## config.mk

```make
export PLATFORM = sky130hd
export DESIGN_NAME = core_memory_burst_controller
export DESIGN_NICKNAME = d
export VERILOG_FILES = /design/src/rtl/core_mem_pkg.sv /design/src/rtl/core_memory_burst_controller.sv
export SDC_FILE = /design/constraint.sdc
export NUM_CORES = 1
export LEC_CHECK = 0
export BUFFER_PORTS_ARGS = -buffer_cell sky130_fd_sc_hd__buf_4
export CORE_ASPECT_RATIO = 1.75
export CORE_MARGIN = 5
export CORE_UTILIZATION = 36
export CTS_CLUSTER_DIAMETER = 100
export DETAILED_ROUTE_END_ITERATION = 10
export PLACE_DENSITY = 0.78
export SLEW_MARGIN = 40
export SYNTH_ARGS = -nofsm -noshare
export SYNTH_HDL_FRONTEND = slang
export SYNTH_SLANG_ARGS = --single-unit
```

## constraint.sdc

```tcl
create_clock -name i_Clk -period 1.1 [get_ports i_Clk]
set_input_delay 0 -clock i_Clk [delete_from_list [all_inputs] [get_ports i_Clk]]
set_output_delay 0 -clock i_Clk [all_outputs]
set_load 0.05 [all_outputs]
```

## src/rtl/core_mem_pkg.sv

```systemverilog
// Shared encodings for the core memory path: access direction and burst FSM states.
package core_mem_pkg;

  localparam logic READ  = 1'b1;
  localparam logic WRITE = 1'b0;

  typedef enum logic [1:0] {
    IDLE = 2'd0,
    REQ  = 2'd1,
    RESP = 2'd2,
    LAST = 2'd3
  } state_e;

endpackage

```

## src/rtl/core_memory_burst_controller.sv

```systemverilog
// Splits an arbiter burst into BURST_LEN single-word req/ack accesses; Req one cycle after
// acceptance, beat strobe one cycle after each ack; the backing memory stalls via a held Req.
module core_memory_burst_controller
  import core_mem_pkg::*;
#(
  parameter int DATA_WIDTH    = 32,
  parameter int ADDRESS_WIDTH = 21,
  parameter int BURST_LEN     = 4
) (
  input  logic                     i_Clk,
  input  logic                     i_Reset,
  input  logic                     i_MEM_Valid,
  input  logic [ADDRESS_WIDTH-1:0] i_MEM_Address,
  input  logic                     i_MEM_Read_Write_n,
  input  logic [DATA_WIDTH-1:0]    i_MEM_Data,
  output logic                     o_MEM_Valid,
  output logic [DATA_WIDTH-1:0]    o_MEM_Data,
  output logic                     o_MEM_Data_Read,
  output logic                     o_MEM_Last,
  output logic                     o_RAM_Req,
  output logic                     o_RAM_We,
  output logic [ADDRESS_WIDTH-1:0] o_RAM_Addr,
  output logic [DATA_WIDTH-1:0]    o_RAM_WData,
  input  logic                     i_RAM_Ack,
  input  logic [DATA_WIDTH-1:0]    i_RAM_RData
);

  localparam int BEAT_BITS = $clog2(BURST_LEN);
  localparam int BASE_BITS = ADDRESS_WIDTH - BEAT_BITS;

  state_e                 state_q, state_d;
  logic [BEAT_BITS-1:0]   beat_q, beat_d;
  logic                   rw_n_q, rw_n_d;
  logic [BASE_BITS-1:0]   base_q, base_d;
  logic [DATA_WIDTH-1:0]  rdata_q, rdata_d;

  // Beat offset bits of the request address are deliberately dropped.
  logic unused_addr_lsbs;
  assign unused_addr_lsbs = ^i_MEM_Address[BEAT_BITS-1:0];

  always_ff @(posedge i_Clk) begin
    if (i_Reset) begin
      state_q <= IDLE;
      beat_q  <= '0;
      rw_n_q  <= READ;
      base_q  <= '0;
      rdata_q <= '0;
    end else begin
      state_q <= state_d;
      beat_q  <= beat_d;
      rw_n_q  <= rw_n_d;
      base_q  <= base_d;
      rdata_q <= rdata_d;
    end
  end

  always_comb begin
    state_d = state_q;
    beat_d  = beat_q;
    rw_n_d  = rw_n_q;
    base_d  = base_q;
    rdata_d = rdata_q;
    case (state_q)
      IDLE: begin
        if (i_MEM_Valid) begin
          rw_n_d  = i_MEM_Read_Write_n;
          base_d  = i_MEM_Address[ADDRESS_WIDTH-1:BEAT_BITS];
          beat_d  = '0;
          state_d = REQ;
        end
      end
      REQ: begin
        if (i_RAM_Ack) begin
          if (rw_n_q == READ) rdata_d = i_RAM_RData;
          // BURST_LEN is a power of two, so an all-ones beat is the final one.
          state_d = (&beat_q) ? LAST : RESP;
        end
      end
      RESP: begin
        beat_d  = beat_q + 1'b1;
        state_d = REQ;
      end
      LAST:    state_d = IDLE;
      default: state_d = IDLE;
    endcase
  end

  always_comb begin
    o_RAM_Req       = 1'b0;
    o_RAM_We        = 1'b0;
    o_RAM_Addr      = '0;
    o_MEM_Valid     = 1'b0;
    o_MEM_Data_Read = 1'b0;
    o_MEM_Last      = 1'b0;
    case (state_q)
      REQ: begin
        o_RAM_Req  = 1'b1;
        o_RAM_We   = (rw_n_q == WRITE);
        o_RAM_Addr = {base_q, beat_q};
      end
      RESP, LAST: begin
        o_MEM_Valid     = (rw_n_q == READ);
        o_MEM_Data_Read = (rw_n_q == WRITE);
        o_MEM_Last      = (state_q == LAST);
      end
      default: ;
    endcase
  end

  assign o_MEM_Data  = rdata_q;
  assign o_RAM_WData = i_MEM_Data;

endmodule

```

==> key figures <==
Timing
  • Tightest Pin Transition: roughly 500 ps
  • Worst Skew: between 5 and 6 ps
  • Max_slew headroom: 0.676
  • RSZ-0062 raised after global routing: true
  • Max-slew violation count: 0
  • Final Setup Violations: 81
  • Worst hold slack: between 0.015 and 0.02 ps
  • Post-route minimum period: ~1400 ps
  • Count of final hold-check violations: 0
  • Setup TNS: -19890 ps
  • Fin worst setup slack: -330 ps
  • Max Fclk: 699 MHz
  • Fin crit share: 1.30

Placed design
  • Placement-stage cell area: 3190 sq um
  • Pre-CTS WS: -88.1 ps
  • Port Buffer Count: between 100 and 150
  • GP Congestion: 0.743
  • Hpwl dp: 5.12 mm

CTS
  • Worst skew pair latency: 290 ps
  • Sink Count: 56
  • CTS Buf Count: 5
  • Clock Path Buffers: 2
  • Htree depth: 2
  • Root Buffer: clkbuf_16
  • CTS tree: built
  • Clock-pin slew on the worst setup and hold paths: 70 ps

Power and ir drop
  • Max VDD drop: 686 uV
  • Cell Pwr Density: 1110 nW/um^2
  • Total leakage power: between 0.0015 and 0.002 uW

Cells and area
  • FF/Latch Area: 1130 sq um
  • Util after Layout: 0.710
  • Area Growth Syn to Fin: 93.5%
  • Multi-input logic area: 1230 sq um
  • FILL cells: 422
  • Finished Cell Area: 4610 sq um
  • Layout cells sized above 1: 0.532
  • Layout Nets: 548

Critical path
  • Startpoint types: flop
  • Max incr delay on CP: between 300 and 400 ps
  • Worst Path Arrival: 1430 ps
  • Critical Path, Cell by Cell: buf_6, nor2b_4, buf_6, and2_4, buf_8
  • Crit Path Category: reg -> out
  • Slowest CP cell: dfxtp_2
  • Count of buffer and inverter cells on the critical path: 3
  • Crit path max fanout: 6
  • Critical path's top delay family: buffers and inverters
  • Crit path top cell by count: buf_6
  • Req. time, crit path: 1100 ps
  • Setup crit end kind: primary output

Route
  • DR vias/cell: roughly 5
  • Final ANT Viol Nets: 0
  • DR DRC count: 0
  • Routed via count: 2689
  • DR iter-0 viols: 153
  • WL/cell: 18.4 um
  • 1st-pass router iterations: 4
  • WL final: 9.94 mm

Synth
  • Netlist Area Pre-Place: 2380 sq um
  • Synth Register Bits: 56
  • Ys Warns: 0
  • Mapped Cells: 306
  • Most used flip-flop cell after synthesis: dfxtp_1
  • Post-synth EDFFs: 0
  • Sequential share of the synthesized area: 0.471
  • Dominant cell type by area after synthesis: dfxtp_1
  • Top-area cell type share of the netlist area: 0.471
  • Synth top area cells: dfxtp_1, nand2_1, a21oi_1
  • Syn Area/Cell: 7.78 sq um
  • Net Count, Synth: ~400
  • Post-synthesis cell type count: 21
  • Post-synth ARST share: 0

Global route
  • GRT met2 Usage: 0.358
  • GRT Overall Usage: 0.195
  • GR peak layer: met2
  • Initial antenna violation count: 1
  • GR Util met1: 0.175
  • Overflow after GRT: 0
  • Vias in the first global route: 2748
  • Pin count of the biggest net entering global routing: 37
  • First-pass GRT wire length: about 13 mm
  • Met3 GRT Util: 0.0427

Die
  • Die area: 8400 sq um
  • Height of the die: approximately 120 um
  • I/O pins: 180
  • Core ar.: 6490 sq um
  • Die width: 71.5 um
  • Starting Density: 0.367
  • FP Rows: 39

Outcome
  • Violated checks: setup timing
  • Outcome: finished with violations

Hold path
  • Worst hold path type: in -> out

Run
  • MaxCap Viol Count: 0
synthesized netlist by cell type (all sizes together) (2+ instances only):
| master | instances |
|---|---|
| a21oi | 53 |
| and2 | 23 |
| buf | 45 |
| clkbuf | 7 |
| dfxtp | 56 |
| inv | 2 |
| nand2 | 102 |
| nor2 | 3 |
| nor2b | 2 |
| nor3 | 3 |
| nor3b | 2 |
per-layer routing:
metal | vias to the layer above | wire [um]
met5 | - | 0
met3 | 72 | 585
met2 | 124 | 5460
met4 | 0 | 749
met1 | 1244 | 3140
li1 | 1249 | -
final timing paths:
kind,from,to,slack [ps],depth (start not counted)
worst max register to register,state_q[1]$_SDFFE_PP0P_,base_q[6]$_SDFFE_PP0P_,-310,5
worst min-delay path,i_MEM_Data[26],o_RAM_WData[26],0.02,0
worst max-delay path,state_q[1]$_SDFFE_PP0P_,o_RAM_Addr[7],-330,5
worst min register to register,o_MEM_Data[22]$_SDFFE_PP0P_,o_MEM_Data[22]$_SDFFE_PP0P_,450,2
sequential cells by signal, indices dropped and copies added (netlist names):
| name | flops |
|---|---|
| beat_q | 2 |
| rw_n_q | 1 |
| state_q | 2 |
| base_q | 19 |
| o_MEM_Data | 32 |
cell usage in the layout (no fill, tap or decap), types with 11 or more instances in the layout:
cell           count
nand2_2           26
and2_4            23
dlygate4sd3_1     53
a21oi_1           25
nand2_1           73
buf_4             96
clkbuf_16         11
buf_6             12
a21oi_2           28
buf_8             24
dfxtp_1           53
final cells by class:
class	count	share of cell area
repair buffers	196	0.435
multi-input cells	196	0.267
flip-flops and latches	56	0.245
clock buffers	6	0.0280
well taps	82	0.0223
inverters	2	0.00163
clock inverters	1	0.00109
diodes	1	0.000543
timing repair:
action | in CTS | in global routing
endpoints found under the setup margin | 78 | 81
hold endpoints to repair | 53 | 0
gates resized for setup | 72 | 78
buffers inserted | 3 | 4
hold buffers | 53 | 0
gates cloned | 3 | 8
pin swaps | 19 | 24
through the flow:
stage | instances | power (uW)
floorplan | 306 | 3050
global placement | 462 | 3070
detailed placement | 462 | 3090
CTS | 528 | 4850
global route | 540 | 5300
finish | 540 | 5110
report_power, final:
group | leakage (uW) | internal [uW] | switching [uW] | total [uW]
clock network | 0.0000667 | 831 | 711 | 1540
logic | 0.00143 | 682 | 696 | 1380
registers | 0.000457 | 2120 | 65.8 | 2190
total | 0.00195 | 3640 | 1470 | 5110
worst reg2reg max path, cell delays in order, from the launching register on:
cell       delay, ps
dfxtp_2          330
buf_4            140
or3b_4           450
clkbuf_16        190
nand2_2           70
a21oi_1           80
cells by family after synthesis:
logic type	count (synthesis)	share of synthesized area
buffers and inverters	54	0.145
AOI/OAI and AO/OA	56	0.120
adders and majority gates	1	0.00526
DFF	56	0.471
and+or+nand+nor	139	0.258
Note: power is estimated with default switching activity, not from simulation.
